File: src/rtl/clock_pkg.sv
// Shared encodings for the digital clock: mode codes, field/button indices and time limits.
package clock_pkg;

    typedef enum logic [2:0] {
        MODE_RUN     = 3'd0,
        MODE_SET_HR  = 3'd1,
        MODE_SET_MIN = 3'd2,
        MODE_SET_SEC = 3'd3,
        MODE_SET_MON = 3'd4,
        MODE_SET_DAY = 3'd5
    } mode_e;

    localparam int unsigned NUM_FLD = 5;
    localparam int unsigned NUM_BTN = 4;

    localparam int unsigned FLD_HR  = 0;
    localparam int unsigned FLD_MIN = 1;
    localparam int unsigned FLD_SEC = 2;
    localparam int unsigned FLD_MON = 3;
    localparam int unsigned FLD_DAY = 4;

    localparam int unsigned BTN_INC  = 0;
    localparam int unsigned BTN_NEXT = 1;
    localparam int unsigned BTN_DEC  = 2;
    localparam int unsigned BTN_EXIT = 3;

    localparam int unsigned HR_MAX  = 23;
    localparam int unsigned MIN_MAX = 59;
    localparam int unsigned SEC_MAX = 59;

    // One-hot field select for the field edited in a given SET mode; zero in RUN.
    function automatic logic [NUM_FLD-1:0] fld_onehot(input mode_e m);
        fld_onehot = '0;
        case (m)
            MODE_SET_HR:  fld_onehot[FLD_HR]  = 1'b1;
            MODE_SET_MIN: fld_onehot[FLD_MIN] = 1'b1;
            MODE_SET_SEC: fld_onehot[FLD_SEC] = 1'b1;
            MODE_SET_MON: fld_onehot[FLD_MON] = 1'b1;
            MODE_SET_DAY: fld_onehot[FLD_DAY] = 1'b1;
            default:      fld_onehot = '0;
        endcase
    endfunction

endpackage

File: src/rtl/btn_pulse.sv
// Registered rising-edge detector: one-cycle pulse the cycle after a level first samples high.
module btn_pulse (
    input  logic clk,
    input  logic rst,
    input  logic lvl_i,
    output logic pulse_o
);

    logic lvl_q;
    logic pulse_q;

    always_ff @(posedge clk) begin
        if (rst) begin
            lvl_q   <= 1'b0;
            pulse_q <= 1'b0;
        end else begin
            lvl_q   <= lvl_i;
            pulse_q <= lvl_i & ~lvl_q;
        end
    end

    assign pulse_o = pulse_q;

endmodule

File: src/rtl/clock_set_ctrl.sv
// RUN/SET mode controller: decodes buttons into field strobes, gates counting,
// times out idle edits and issues the midnight day-advance strobe.
module clock_set_ctrl
    import clock_pkg::*;
#(
    parameter int unsigned TIMEOUT_S = 30,
    parameter int unsigned TO_W      = 5
) (
    input  logic                 clk,
    input  logic                 rst,
    input  logic [NUM_BTN-1:0]   btn,
    input  logic                 tick_1hz,
    input  logic [5:0]           hr,
    input  logic [5:0]           min,
    input  logic [5:0]           sec,
    output logic [2:0]           mode,
    output logic                 run_en,
    output logic [NUM_FLD-1:0]   inc_fld,
    output logic [NUM_FLD-1:0]   dec_fld,
    output logic                 date_inc,
    output logic                 blink
);

    logic [NUM_BTN-1:0] p;

    for (genvar i = 0; i < int'(NUM_BTN); i++) begin : g_pulse
        btn_pulse u_pulse (
            .clk     (clk),
            .rst     (rst),
            .lvl_i   (btn[i]),
            .pulse_o (p[i])
        );
    end

    // Fixed priority EXIT > NEXT > INC > DEC; lower pulses are dropped.
    logic p_exit, p_next, p_inc, p_dec;
    assign p_exit = p[BTN_EXIT];
    assign p_next = p[BTN_NEXT] & ~p[BTN_EXIT];
    assign p_inc  = p[BTN_INC]  & ~p[BTN_EXIT] & ~p[BTN_NEXT];
    assign p_dec  = p[BTN_DEC]  & ~p[BTN_EXIT] & ~p[BTN_NEXT] & ~p[BTN_INC];

    mode_e              mode_q, mode_d;
    logic [NUM_FLD-1:0] inc_q, inc_d;
    logic [NUM_FLD-1:0] dec_q, dec_d;
    logic               date_q, date_d;
    logic               blink_q, blink_d;
    logic [TO_W-1:0]    to_q, to_d;

    logic in_set;
    logic timed_out;
    logic midnight;

    assign in_set    = mode_q inside {MODE_SET_HR, MODE_SET_MIN, MODE_SET_SEC,
                                      MODE_SET_MON, MODE_SET_DAY};
    assign timed_out = in_set && (to_q == TO_W'(TIMEOUT_S));
    assign midnight  = (hr == 6'(HR_MAX)) && (min == 6'(MIN_MAX)) && (sec == 6'(SEC_MAX));

    always_comb begin
        mode_d  = mode_q;
        inc_d   = '0;
        dec_d   = '0;
        date_d  = 1'b0;
        blink_d = blink_q;
        to_d    = to_q;

        case (mode_q)
            MODE_RUN:     if (p_next) mode_d = MODE_SET_HR;
            MODE_SET_HR:  if (p_next) mode_d = MODE_SET_MIN;
            MODE_SET_MIN: if (p_next) mode_d = MODE_SET_SEC;
            MODE_SET_SEC: if (p_next) mode_d = MODE_SET_MON;
            MODE_SET_MON: if (p_next) mode_d = MODE_SET_DAY;
            MODE_SET_DAY: if (p_next) mode_d = MODE_RUN;
            default:      mode_d = MODE_RUN;
        endcase

        // Timeout overrides any button action in the same cycle.
        if (in_set && (p_exit || timed_out)) begin
            mode_d = MODE_RUN;
        end

        if (in_set && !timed_out) begin
            if (p_inc) inc_d = fld_onehot(mode_q);
            if (p_dec) dec_d = fld_onehot(mode_q);
        end

        date_d = (mode_q == MODE_RUN) && tick_1hz && midnight;

        if ((mode_d != mode_q) || !in_set) begin
            to_d    = '0;
            blink_d = 1'b0;
        end else begin
            if (|p) begin
                to_d = '0;
            end else if (tick_1hz && (to_q != TO_W'(TIMEOUT_S))) begin
                to_d = to_q + TO_W'(1);
            end
            if (tick_1hz) blink_d = ~blink_q;
        end
    end

    always_ff @(posedge clk) begin
        if (rst) begin
            mode_q  <= MODE_RUN;
            inc_q   <= '0;
            dec_q   <= '0;
            date_q  <= 1'b0;
            blink_q <= 1'b0;
            to_q    <= '0;
        end else begin
            mode_q  <= mode_d;
            inc_q   <= inc_d;
            dec_q   <= dec_d;
            date_q  <= date_d;
            blink_q <= blink_d;
            to_q    <= to_d;
        end
    end

    assign mode     = mode_q;
    assign run_en   = (mode_q == MODE_RUN);
    assign inc_fld  = inc_q;
    assign dec_fld  = dec_q;
    assign date_inc = date_q;
    assign blink    = blink_q;

endmodule

File: config.mk
export PLATFORM = sky130hd
export DESIGN_NAME = clock_set_ctrl
export DESIGN_NICKNAME = d
export VERILOG_FILES = /design/src/rtl/clock_pkg.sv /design/src/rtl/btn_pulse.sv /design/src/rtl/clock_set_ctrl.sv
export SDC_FILE = /design/constraint.sdc
export NUM_CORES = 1
export LEC_CHECK = 0
export CELL_PAD_IN_SITES_DETAIL_PLACEMENT = 1
export CELL_PAD_IN_SITES_GLOBAL_PLACEMENT = 2
export CORE_AREA = 2 2 65 67
export CTS_BUF_LIST = sky130_fd_sc_hd__clkbuf_4 sky130_fd_sc_hd__clkbuf_8
export CTS_CLUSTER_DIAMETER = 120
export DETAILED_ROUTE_END_ITERATION = 10
export DIE_AREA = 0 0 67 69
export PLACE_DENSITY_LB_ADDON = 0.15
export REMOVE_ABC_BUFFERS = 1
export SYNTH_ARGS = -nofsm -noshare
export SYNTH_HDL_FRONTEND = slang
export SYNTH_SLANG_ARGS = --single-unit
File: constraint.sdc
create_clock -name clk -period 3.7 [get_ports clk]
set_clock_uncertainty 0.1 [all_clocks]
set_input_delay 0.74 -clock clk [delete_from_list [all_inputs] [get_ports clk]]
set_output_delay 0.74 -clock clk [all_outputs]
set_load 0.005 [all_outputs]
After elaboration in Yosys (flattened, before gate mapping)

Index checks and enable logic that the tools add are counted.

Bits in registers: 28
Input bits: 25
Output and inout port bits: 16

$add $sub $neg: 1
Equal/unequal tests: 11
Mux-type cells: 13
Bitwise gates (word level): 21
Reduce and logical (&&, ||, !) cells: 18

Operators with widths:

| cell                                                            | count |
|---|---|
| 3-bit two-way mux                                               | 7 |
| 3-bit one-hot mux with 6 select lines                           | 1 |
| 6-bit == test, second input constant                            | 2 |
| 1-bit NOT                                                       | 11 |
| 1-bit AND                                                       | 10 |
| 1-bit logical AND                                               | 8 |
| 3-bit by 2-bit == test with 1-bit output, second input constant | 2 |
| 3-bit == test, second input constant                            | 2 |
| 6-bit by 5-bit == test with 1-bit output, second input constant | 1 |
| 3-bit OR reduction                                              | 2 |
| 6-bit OR reduction                                              | 1 |
| 5-bit by 1-bit adder with 5-bit output, second input constant   | 1 |
| 5-bit == test, second input constant                            | 1 |
| 1-bit two-way mux                                               | 5 |
| 5-bit inequality test, second input constant                    | 1 |
| 5-bit nonzero test                                              | 1 |
| 3-bit by 1-bit == test with 1-bit output, second input constant | 1 |
| 3-bit zero test                                                 | 1 |
| 3-bit inequality test                                           | 1 |
| 1-bit zero test                                                 | 2 |
| 1-bit logical OR                                                | 2 |
| 2-bit OR reduction                                              | 1 |

Depth between registers and ports, before layout

Gate-level depths: netlist of the first run.

Depth in word-level cells: 9
Mapped depth: 6

Modules after synthesis

A second synthesis of the first run with hierarchy kept.

Cell total of the unflattened synthesis: 106
Area total of the unflattened synthesis: 1092.3 µm²

By module, submodules not included:

| module         | instances | cells each | area each (µm²) | sequential area each (µm²) |
|---|---|---|---|---|
| clock_set_ctrl | 1         | 90         | 857.1           | 400.4 |
| btn_pulse      | 4         | 4          | 58.8            | 40.0 |

Worst setup path after synthesis of the first run

OpenSTA, ideal clock, no wires.

Path type: input to register
Start point: input port tick_1hz
End point: register to_q[3]
Setup time: 86 ps
Data arrival time: 1494 ps
Required time: 3514 ps
Setup slack: 2020 ps
Stages: 4
Path through: buf_2 nand4_1 or3_1 a211oi_1

Cells in the longest elaborated chain, start to end: 1

Ends and longest elaborated chain:

| what                   | line                  | source |
|---|---|---|
| start: declaration     | clock_set_ctrl.sv:12  | `input logic tick_1hz,` |
| 1-bit logical AND      | clock_set_ctrl.sv:94  | `end else if (tick_1hz && (to_q != TO_W'(TIMEOUT_S))) begin` |
| end signal: assignment | clock_set_ctrl.sv:115 | `to_q <= to_d;` |
| end: declaration       | clock_set_ctrl.sv:47  | `logic [TO_W-1:0] to_q, to_d;` |

No other way between the ends.
A chain may end at the register's enable or synchronous reset.

Worst setup path after layout of the first run

Start point: register mode_q[0], in the netlist mode[0]
End point: output port run_en

Cells in the longest elaborated chain, start to end: 1

Ends and longest elaborated chain:

| what                     | line                  | source |
|---|---|---|
| start: declaration       | clock_set_ctrl.sv:42  | `mode_e mode_q, mode_d;` |
| start signal: assignment | clock_set_ctrl.sv:110 | `mode_q <= mode_d;` |
| 3-bit zero test          | clock_set_ctrl.sv:120 | `assign run_en = (mode_q == MODE_RUN);` |
| end: declaration         | clock_set_ctrl.sv:17  | `output logic run_en,` |

No other way between the ends.

==> reports/qor.txt, run 1 <==
Max Cap Viol: 0
Tightest Pin Transition: 0.407 ns
Synth cell types: 32
hold buffer count at CTS: 0
post-CTS setup buffers: 0
combinational fraction of design power: 10.2%
Sw Pwr: 0.122 mW
Vias: 917
PD cells: 389 nW/µm²
Internal: 0.492 mW
1st-pass router iterations: 2
Mapped Area: 1060 µm²
Max Fclk: 396 MHz
Crit Path Class: reg2out
vias in the first global route: 972
clock buffer depth: 2
H-tree levels: 1
fin nets: 172
drc violations: 0
commonest non-fill, non-tap cell in the layout: clkdlybuf4s50_1
GR Overflow Total: 0
drt total wl: 2.49 mm
busiest grt layer: met2
first-iteration detailed-routing DRC count: 34
Worst EP required: 2.86 ns
Setup TNS Final: 0 ns
footprint of the multi-input gates: 469 µm²
Final Max Tran Viols: 0
routed length per instance: 12.8 µm
area grow syn2layout: 48.8%
core area: 3910 µm²
clock network power share: 38.4%
crit-path max FO: 10
total CTS buffers: 3
Via density: 4.73
critical path arrival: 1.68 ns
critical path buffer and inverter count: 1
gr usage total: 12.1%
post-cts sizing count: 0
port buffer count: 40
hold_ws: 0.289 ns
synth warn: 0
largest net degree at the start of global routing: 17
Cell Chain, Critical Path: nor3_2 > clkdlybuf4s50_1
Hold Path Class: reg2reg
CP startpoint kind: flip-flop
CP max stage cell: clkdlybuf4s50_1
clock root buffer: clkbuf_8
Clk Latency, worst-skew pair: 0.27 ns
Site Rows: 23
Seq/Total Area, Yosys: 53.0%
crit-path max cell delay: 0.59 ns
hpwl dp: 2.04 mm
Worst slew margin: 72.8%
Pleak: 0.541 nW
final hold vios: 0
DP Area: 1500 µm²
antenna cells: 0
status: complete, no violations
worst setup margin: 1.18 ns
maximum VDD drop: 0.182 mV
GR Util met3: 3.43%
met2 Use GR: 20.1%
setup violators final: 0
M1 GR Usage: 13.6%
synthesized area per cell: 10.3 µm²
delay-heaviest family, CP: buffers and inverters
Die Wd: 67 µm
RSZ-0062 raised after global routing: no
part of the cycle the worst path needs: 68.2%
CTS tree: done
CP endpoint kind: primary output
first-pass GRT wire length: 4.26 mm
initial antenna violation count: 0
share of layout cells above drive strength 1: 8.33%
post-route cell area: 1580 µm²
clk sinks: 28
Die H: 69 µm
ANT nets after route: 0
routability cong.: 0.687
most frequent cells in the layout: clkdlybuf4s50_1 (40), dfxtp_1 (28), nor2b_1 (9), nor4_1 (8), nand4_1 (7)
Net Sw Frac: 19.9%
fin crit period: 2.52 ns
Tot Pwr: 0.614 mW
initial core utilization: 27.0%
Sequential cell area: 561 µm²
IO Pins: 41
Synth Register Bits: 28
Mapped Cells: 103
worst slack, placed: 1.27 ns
fillers: 466
Worst-path clk slew: 0.09 ns
die area: 4620 µm²
part of the power in registers: 51.4%
Yosys cell counts:
library cell	n	area share [%]
a211oi_1	3	2.1
a21o_1	1	0.71
a21oi_1	2	0.95
a32oi_1	1	0.83
and3_1	1	0.59
and4_1	1	0.83
buf_2	2	0.95
buf_4	1	0.71
dfxtp_1	28	53
ha_1	2	2.4
inv_1	3	1.1
mux2_2	1	1.1
nand2_1	4	1.4
nand2b_1	2	1.2
nand3_1	2	0.95
nand3b_1	1	0.71
nand3b_2	1	1.1
nand4_1	7	4.1
nor2_1	4	1.4
nor2b_1	9	5.3
nor3_1	5	2.4
nor3_2	1	0.95
nor4_1	8	4.7
nor4_2	2	2.4
nor4b_1	1	0.83
nor4bb_1	1	0.95
o21ai_0	2	0.95
or2_2	2	1.2
or3_1	1	0.59
or4b_4	1	1.3
xnor2_1	1	0.83
xor2_1	2	1.7
power groups by stage:
stage,Sequential [mW],Combinational [mW],Clock [mW]
finish,0.315,0.0625,0.236
global route,0.317,0.0685,0.262
CTS,0.316,0.0639,0.249
detailed placement,0.323,0.0637,0
global placement,0.322,0.0615,0
floorplan,0.320,0.0240,0
stage by stage:
step	cells	util, %
global route	194	40.2
finish	194	40.2
detailed placement	190	38.4
global placement	190	38.4
floorplan	100	-
CTS	194	40.2
flip-flops by register name, summed over array words and instances, names as in the netlist:
register and count:
dec_fld 5, inc_fld 5, to_q 5, g_pulse.u_pulse.lvl_q 4, g_pulse.u_pulse.pulse_o 4, mode 3, blink 1, date_inc 1
cell families after synthesis:
| group | after synthesis | synth area share [%] |
|---|---|---|
| fa+ha+maj | 2 | 2.36 |
| xor+xnor | 3 | 2.48 |
| flops | 28 | 53.0 |
| simple gates | 54 | 32.9 |
| buf+inv | 6 | 2.72 |
| compound gates | 9 | 5.56 |
| mux | 1 | 1.06 |
layer usage:
layer	share of wire [%]	up-vias	routed length (µm)
met2	50	38	1230
li1	-	462	-
met4	2.1	0	53
met5	0	-	0
met1	39	412	981
met3	8.9	5	221
area by class of cell:
| cell class | instances | share of cell area [%] |
|---|---|---|
| multi-input cells | 69 | 29.8 |
| clock inverters | 1 | 1.91 |
| clock buffers | 3 | 2.62 |
| well taps | 50 | 3.97 |
| flip-flops and latches | 28 | 35.6 |
| inverters | 3 | 0.715 |
| repair buffers | 40 | 25.4 |
final timing paths:
path / startpoint / endpoint / slack (ns) / cells after the start
worst min-delay path: g_pulse[3].u_pulse.lvl_q / g_pulse[3].u_pulse.pulse_o / 0.29 / 1
worst max register to register: to_q[0] / dec_fld[1] / 1.87 / 5
worst min register to register: g_pulse[3].u_pulse.lvl_q / g_pulse[3].u_pulse.pulse_o / 0.29 / 1
worst max-delay path: mode[0] / run_en / 1.18 / 2
Note: power is estimated with default switching activity, not from simulation.
==> run 2: changes to the inputs <==
- CORE_AREA: 2 2 65 67 -> 2 2 67 69
- DIE_AREA: 0 0 67 69 -> 0 0 69 71
- clock period: 3.7 -> 2.6 ns (I/O delays scaled with it)
==> run 2 against run 1 <==
Effect of this change:
- first-iteration DRC count down 2.9%
- total power is 44% higher
- clock power rose by 45%
- utilization decreased by 2.5 points
- cell count up 1.5%
- worst hold slack lost 0.0065 ns
- die area rose by 6.0%
- routed wire length is 1.1% higher
- design area increased by 0.64%
- setup slack worse by 0.90 ns
- via count is 1.5% lower
==> reports/qor.txt, run 2 (same netlist as run 1, synthesis figures left out) <==
status: complete, no violations
crit-path max FO: 10 (unchanged)
fin crit period: 2.32 ns
worst setup margin: 0.280 ns (-0.895 ns)
hold_ws: 0.283 ns (-0.00652 ns)
Pleak: 0.545 nW (+0.89%)
Critical Path End: run_en
port buffer count: 40 (unchanged)
drc violations: 0 (unchanged)
commonest non-fill, non-tap cell in the layout: clkdlybuf4s50_1
final hold vios: 0 (unchanged)
FF-to-FF path depth: 5 (unchanged)
Tightest Pin Transition: 0.397 ns (-0.00949 ns)
CP startpoint kind: flip-flop
initial antenna violation count: 0 (unchanged)
IO Pins: 41 (unchanged)
antenna cells: 0 (unchanged)
total CTS buffers: 3 (unchanged)
hpwl dp: 2.02 mm (-1.0%)
die area: 4900 µm² (+6.0%)
worst slack, placed: 0.480 ns (-0.793 ns)
initial core utilization: 25.2% (-1.9 points)
Final Max Tran Viols: 0 (unchanged)
Setup TNS Final: 0 ns (unchanged)
Die Wd: 69 µm (+3.0%)
core area: 4200 µm² (+7.4%)
routed length per instance: 12.8 µm (-0.42%)
first-pass GRT wire length: 4.24 mm (-0.49%)
worst r2r src: to_q[0]
CTS tree: done
post-CTS setup buffers: 0 (unchanged)
clock buffer depth: 2 (unchanged)
Max Fclk: 431 MHz
1st-pass router iterations: 4 (+2)
PD cells: 556 nW/µm² (+43%)
vias in the first global route: 891 (-8.3%)
clock root buffer: clkbuf_8
maximum VDD drop: 0.215 mV (+18%)
Worst-path clk slew: 0.10 ns (about the same)
post-cts sizing count: 0 (unchanged)
Worst slew margin: 73.4% (+0.53 points)
first-iteration detailed-routing DRC count: 33 (-2.9%)
Hold Path Class: reg2reg
fin nets: 173 (+0.58%)
reg2reg end: dec_fld[4]
ANT nets after route: 0 (unchanged)
most frequent cells in the layout: clkdlybuf4s50_1 (40), dfxtp_1 (28), nor2b_1 (9), nor4_1 (8), nand4_1 (7)
RSZ-0062 raised after global routing: no
share of layout cells above drive strength 1: 8.97% (+0.63 points)
area grow syn2layout: 49.8%
Die H: 71 µm (+2.9%)
critical path arrival: 1.70 ns (+0.02 ns)
CP endpoint kind: primary output
routability cong.: 0.719 (+4.7%)
H-tree levels: 1 (unchanged)
Crit Path Class: reg2out
drt total wl: 2.52 mm (+1.1%)
Vias: 903 (-1.5%)
clk sinks: 28 (unchanged)
Clk Latency, worst-skew pair: 0.27 ns (about the same)
R2R Setup Slk: 0.75 ns (-1.12 ns)
gr usage total: 10.8% (-1.2 points)
hold depth: 1 (unchanged)
Site Rows: 24 (+4.3%)
setup violators final: 0 (unchanged)
Worst EP required: 1.98 ns (-0.88 ns)
Via density: 4.58 (-3.0%)
hold buffer count at CTS: 0 (unchanged)
part of the cycle the worst path needs: 89.2%
Crit. Startpoint: mode[0]
GR Overflow Total: 0 (unchanged)
largest net degree at the start of global routing: 17 (unchanged)
Max Cap Viol: 0 (unchanged)
run 2: changes by cell type in the layout (fill, tap and decap cells not counted):
| cell | delta |
|---|---|
| buf_4 | +1 |
run 2: how the worst min path moves through the flow:
stage / from / end / slack [ns]
after floorplan: g_pulse[0].u_pulse.lvl_q / g_pulse[0].u_pulse.pulse_o / 0.27
after global placement: g_pulse[0].u_pulse.lvl_q / g_pulse[0].u_pulse.pulse_o / 0.27
after detailed placement: g_pulse[2].u_pulse.lvl_q / g_pulse[2].u_pulse.pulse_o / 0.28
after CTS: g_pulse[0].u_pulse.lvl_q / g_pulse[0].u_pulse.pulse_o / 0.29
after global routing: g_pulse[3].u_pulse.lvl_q / g_pulse[3].u_pulse.pulse_o / 0.31
final: g_pulse[0].u_pulse.lvl_q / g_pulse[0].u_pulse.pulse_o / 0.28
run 2: cell type report:
type	instances	area [µm²]
clock inverter	1	30.0
tap	52	65.1
fill	493	2620
inverter	3	11.3
sequential	28	561
clock buffer	3	41.3
multi-input combinational	69	469
timing repair buffer	41	408
run 2: critical path, stage by stage, from the launching register on:
cell	delay, ns
dfxtp_1	0.43
nor3_2	0.41
clkdlybuf4s50_1	0.58
run 2: metal layers:
layer  track usage [%]  part of all wire, %  up-vias
li1                  -                    -      461
met5                 0                    0        -
met3              2.14                  3.1        2
met4              3.92                 0.99        0
met2              19.3                   53       15
met1              13.0                   43      425
run 2: through the flow:
stage,util [%],cells,area [µm²],power (mW)
6_report,37.7,197,1590,0.882
5_1_grt,37.7,197,1590,0.932
4_1_cts,37.7,197,1590,0.897
3_5_place_dp,36.0,193,1510,0.550
3_3_place_gp,36.0,193,1510,0.548
2_1_floorplan,-,100,1040,0.490
run 2: report_power, final:
part / total (mW) / internal, mW / switching, mW / leakage, nW
clock network: 0.343 / 0.206 / 0.137 / 0.0357
registers: 0.448 / 0.439 / 0.00974 / 0.228
logic: 0.0902 / 0.0561 / 0.0340 / 0.282
total: 0.882 / 0.701 / 0.181 / 0.545
